===== src/rtl/calc2_port_req_driver.sv =====
// rtl/calc2_port_req_driver.sv - calc2 port request driver: tag allocation, two-cycle issue,
// response matching, ageing and timeout reporting.
module calc2_port_req_driver #(
  parameter int CALC_CMD_WIDTH  = 4,
  parameter int CALC_DATA_WIDTH = 32,
  parameter int TIMEOUT         = 100
) (
  input  logic                       PClk,
  input  logic                       Rst,
  input  logic                       op_valid,
  output logic                       op_ready,
  input  logic [CALC_CMD_WIDTH-1:0]  op_cmd,
  input  logic [CALC_DATA_WIDTH-1:0] op_data1,
  input  logic [CALC_DATA_WIDTH-1:0] op_data2,
  output logic [CALC_CMD_WIDTH-1:0]  req_cmd,
  output logic [CALC_DATA_WIDTH-1:0] req_data,
  output logic [1:0]                 req_tag,
  input  logic [1:0]                 out_resp,
  input  logic [CALC_DATA_WIDTH-1:0] out_data,
  input  logic [1:0]                 out_tag,
  output logic                       cpl_valid,
  output logic [CALC_CMD_WIDTH-1:0]  cpl_cmd,
  output logic [1:0]                 cpl_tag,
  output logic [1:0]                 cpl_resp,
  output logic [CALC_DATA_WIDTH-1:0] cpl_data,
  output logic                       tmo_valid,
  output logic [1:0]                 tmo_tag,
  output logic                       err_unexp,
  output logic [2:0]                 outstanding
);

  typedef enum logic [1:0] {IDLE, SEND1, SEND2} state_t;

  localparam logic [7:0] TMO = 8'(TIMEOUT);

  state_t                     state, state_next;
  logic [3:0]                 busy, busy_next;
  logic [7:0]                 age [4];
  logic [CALC_CMD_WIDTH-1:0]  cmd_mem [4];
  logic [CALC_CMD_WIDTH-1:0]  cur_cmd;
  logic [CALC_DATA_WIDTH-1:0] cur_data1, cur_data2;
  logic [1:0]                 cur_tag;
  logic [1:0]                 alloc_tag;
  logic                       accept, issue;
  logic                       resp_hit, resp_unexp;
  logic [3:0]                 pending;
  logic                       tmo_any;
  logic [1:0]                 tmo_pick;

  assign op_ready   = (state == IDLE || state == SEND2) && !Rst && (busy != 4'b1111);
  assign accept     = op_valid && op_ready;
  assign issue      = accept && (op_cmd != '0);
  assign resp_hit   = (out_resp != 2'd0) && busy[out_tag];
  assign resp_unexp = (out_resp != 2'd0) && !busy[out_tag];

  always_comb begin
    alloc_tag = 2'd0;
    for (int i = 3; i >= 0; i--) begin
      if (!busy[i]) alloc_tag = 2'(i);
    end
  end

  // A tag answered this cycle is never also timed out: the response wins.
  always_comb begin
    pending  = '0;
    tmo_pick = 2'd0;
    for (int i = 0; i < 4; i++) begin
      pending[i] = busy[i] && (age[i] == TMO) && !(resp_hit && (out_tag == 2'(i)));
    end
    for (int i = 3; i >= 0; i--) begin
      if (pending[i]) tmo_pick = 2'(i);
    end
    tmo_any = |pending;
  end

  always_comb begin
    busy_next = busy;
    if (resp_hit) busy_next[out_tag] = 1'b0;
    if (tmo_any)  busy_next[tmo_pick] = 1'b0;
    if (issue)    busy_next[alloc_tag] = 1'b1;
  end

  always_ff @(posedge PClk) begin
    if (Rst) state <= IDLE;
    else     state <= state_next;
  end

  always_comb begin
    state_next = IDLE;
    case (state)
      IDLE:    state_next = issue ? SEND1 : IDLE;
      SEND1:   state_next = SEND2;
      SEND2:   state_next = issue ? SEND1 : IDLE;
      default: state_next = IDLE;
    endcase
  end

  always_comb begin
    req_cmd  = '0;
    req_data = '0;
    req_tag  = 2'd0;
    case (state)
      SEND1: begin
        req_cmd  = cur_cmd;
        req_data = cur_data1;
        req_tag  = cur_tag;
      end
      SEND2: begin
        req_data = cur_data2;
        req_tag  = cur_tag;
      end
      default: ;
    endcase
  end

  always_ff @(posedge PClk) begin
    if (Rst) begin
      busy        <= '0;
      outstanding <= 3'd0;
      cur_cmd     <= '0;
      cur_data1   <= '0;
      cur_data2   <= '0;
      cur_tag     <= 2'd0;
      cpl_valid   <= 1'b0;
      cpl_cmd     <= '0;
      cpl_tag     <= 2'd0;
      cpl_resp    <= 2'd0;
      cpl_data    <= '0;
      tmo_valid   <= 1'b0;
      tmo_tag     <= 2'd0;
      err_unexp   <= 1'b0;
      for (int i = 0; i < 4; i++) begin
        age[i]     <= 8'd0;
        cmd_mem[i] <= '0;
      end
    end else begin
      busy        <= busy_next;
      outstanding <= {2'b0, busy_next[0]} + {2'b0, busy_next[1]}
                   + {2'b0, busy_next[2]} + {2'b0, busy_next[3]};
      if (issue) begin
        cur_cmd            <= op_cmd;
        cur_data1          <= op_data1;
        cur_data2          <= op_data2;
        cur_tag            <= alloc_tag;
        cmd_mem[alloc_tag] <= op_cmd;
      end
      for (int i = 0; i < 4; i++) begin
        if (issue && (alloc_tag == 2'(i)))  age[i] <= 8'd0;
        else if (busy[i] && (age[i] != TMO)) age[i] <= age[i] + 8'd1;
      end
      cpl_valid <= resp_hit;
      if (resp_hit) begin
        cpl_cmd  <= cmd_mem[out_tag];
        cpl_tag  <= out_tag;
        cpl_resp <= out_resp;
        cpl_data <= out_data;
      end
      err_unexp <= resp_unexp;
      tmo_valid <= tmo_any;
      if (tmo_any) tmo_tag <= tmo_pick;
    end
  end

endmodule


===== config.mk =====
export PLATFORM = sky130hd
export DESIGN_NAME = calc2_port_req_driver
export DESIGN_NICKNAME = d
export VERILOG_FILES = /design/src/rtl/calc2_port_req_driver.sv
export SDC_FILE = /design/constraint.sdc
export NUM_CORES = 1
export LEC_CHECK = 0
export ABC_AREA = 1
export CORE_ASPECT_RATIO = 1.1
export CORE_MARGIN = 2
export CORE_UTILIZATION = 45
export CTS_CLUSTER_DIAMETER = 200
export DETAILED_ROUTE_END_ITERATION = 7
export GPL_TIMING_DRIVEN = 0
export PLACE_DENSITY = 0.83
export REMOVE_ABC_BUFFERS = 1
export SETUP_SLACK_MARGIN = 0.1
export SYNTH_ARGS = -nofsm -noshare
export SYNTH_HDL_FRONTEND = slang
export SYNTH_SLANG_ARGS = --single-unit

===== constraint.sdc =====
create_clock -name PClk -period 3.1 [get_ports PClk]
set_input_delay 0.31 -clock PClk [delete_from_list [all_inputs] [get_ports PClk]]
set_output_delay 0.31 -clock PClk [all_outputs]
set_load 0.01 [all_outputs]

==> out/results.ini <==
[logic_synthesis]
avgSynthCellArea_um2=7.93
synth-seq-cells=172
synth_cell_types=36
yosysSeqAreaShare=0.525
ys.warnings.count=0
synth_area_um2=7470
syn_inst=942

[floorplan]
rows=49
die_y_um=139
io_pins=194
design.die.area_um2=17600
fp.dieW_um=127
core_um2=16300
start_util=0.458

[sta]
setup_tns_ps=0
finalSetupViolations=0
worst_slew_pin_slew_ps=1150
maxSlewViolCount=0
fmax_mhz=345
slew_headroom=0.235
period_share=0.935
fin_skew_ps=8.99
timing.hold.ws_ps=466
rsz0062_at_grt=true
period_needed_ps=2900
hold_viol=0

[clocking]
clk_pin_slew_ps=60
clockBufferDepth=2
cts.htree.levels=4
cts.sinks=172
tritoncts=yes
insertion_delay_ps=420
cts_buffers=17
root_buffer=clkbuf_16

[final_layout]
final_common_cell=nor2_1
area_growth_pct=36.6
drive_above_1_share=0.0586
final_cell_mix=nor2_1, clkdlybuf4s50_1, nand2_1
fillers=1414
utilization=0.626
insertedDiodeCount=0
nets=1234

[pwr]
power.total_mw=5.36
power_leakage_nw=3.85
peakVddDrop_mv=0.344
power.density_nw_per_um2=525

[placed_design]
hpwl_um=11800
portBuffers=193
gp_congestion=0.776

[worst_setup_path]
crit_path_start_kind=register
crit_chain=inv_1 -> ha_1 -> clkinvlp_4 -> a21oi_1 -> clkdlybuf4s50_1
cp-end-kind=primary output
slowest_delay_ps=580
critPathSlowestCell=clkdlybuf4s50_1
r2r_cells=15
cp.arrival_ps=2590
required_ps=2790
crit_type=register to primary output
path_max_fanout=16

[drt]
wl_per_cell_um=14.1
drtIter0Drc=397
ant_nets=0
dr_total_vias=6670
drc=0
vias_per_cell=5.02
drt-total-wl_um=18800
first_pass_iters=5

[grt]
grt_usage=0.208
grt_pass1_wl_um=29600
grt_max_degree=84
grt_pass1_vias=6274
overflow=0
antenna_found_initial=0

[status]
status=finished clean

[hold_path]
holdPathStages=2
hold_class=register to register

[job]
maxCapViolations=0

[state kept, by name (all words and copies together), names as in the netlist, 2 cells and up]
signal	flops
age	32
busy	4
cmd_mem	16
cpl_cmd	4
cpl_data	32
cpl_resp	2
cpl_tag	2
cur_cmd	4
cur_data1	32
cur_data2	32
cur_tag	2
outstanding	3
state	2
tmo_tag	2
[worst max-delay path: cells and delay by family (launching register included)]
kind            cells  cell delay (ps)
flops               1              370
fa+ha+maj           1              470
buf+inv             3             1070
compound gates      1              260
[final timing paths]
check,start,end,slack [ps]
min,cpl_resp[0]$_SDFFE_PP0P_,cpl_resp[0]$_SDFFE_PP0P_,470
min reg2reg,cpl_resp[0]$_SDFFE_PP0P_,cpl_resp[0]$_SDFFE_PP0P_,470
max reg2reg,state[0]$_SDFF_PP0_,outstanding[1]$_SDFF_PP0_,330
max,state[1]$_SDFF_PP0_,req_data[28],200
[per-layer routing]
layer  routed length, um  global-route usage  share of wire  vias to the layer above
met3                1270              0.0640          0.067                       30
li1                    -                   -              -                     3374
met2                9180               0.353           0.49                      200
met4                 404              0.0879          0.022                        0
met1                7920               0.243           0.42                     3066
met5                   0                   0              0                        -
[timing repair]
item / in CTS / in global routing
endpoints found under the hold margin: 0 / 0
hold buffers: 0 / 0
gates cloned: 1 / 2
setup endpoints to repair: 170 / 34
resized for setup: 7 / 7
buffers inserted: 2 / 2
pin swaps: 3 / 1
[final cells by class]
cell class | count | area [um^2] | area share
flip-flops and latches | 172 | 3920 | 0.385
multi-input cells | 658 | 3110 | 0.305
repair buffers | 198 | 2010 | 0.197
clock buffers | 19 | 433 | 0.0424
inverters | 65 | 263 | 0.0258
well taps | 204 | 255 | 0.0250
clock inverters | 13 | 199 | 0.0195
repair inverters | 1 | 7.51 | 0.000736
[cells in the mapped netlist (all sizes together)]
cell    instances  area, um^2
nor3           11        55.1
nand2         151         602
a41oi           4        35.0
or2             2        12.5
xnor2           6        52.6
o21a            1        7.51
nor3b           9        67.6
and3            1        6.26
xor2            5        43.8
a21oi          48         240
clkbuf         21        78.8
ha             13         163
and2            1        6.26
o21ai         106         538
fa              1        20.0
nor2          271        1030
a31o            3        26.3
nand4           3        18.8
inv            65         246
nand3          15        90.1
buf            28         169
a22oi           4        30.0
o31ai           1        7.51
dfxtp         124        2480
edfxtp         48        1440
[per-stage QoR]
step	cell area, um^2	cells	setup slack (ps)
4_1_cts	10100	1326	-6.73
2_1_floorplan	7220	893	-154
6_report	10200	1330	202
3_5_place_dp	9440	1291	-1200
5_1_grt	10200	1330	92.1
3_3_place_gp	9410	1290	-2110
[logic make-up after synthesis]
logic type               Yosys count  synth area share
XOR/XNOR                          11            0.0129
AO/OA/AOI/OAI                    167             0.118
AND/OR/NAND/NOR                  464             0.253
adder cells (fa/ha/maj)           14            0.0245
flip-flops                       172             0.525
buffers and inverters            114            0.0662
[where the power goes]
group / internal (mW) / leakage (nW) / total, mW / switching, mW
logic: 0.278 / 2.04 / 0.582 / 0.304
registers: 2.43 / 1.51 / 2.49 / 0.0634
clock network: 1.42 / 0.298 / 2.28 / 0.860
total: 4.13 / 3.85 / 5.36 / 1.23
Power figures use the tool's default switching activity.
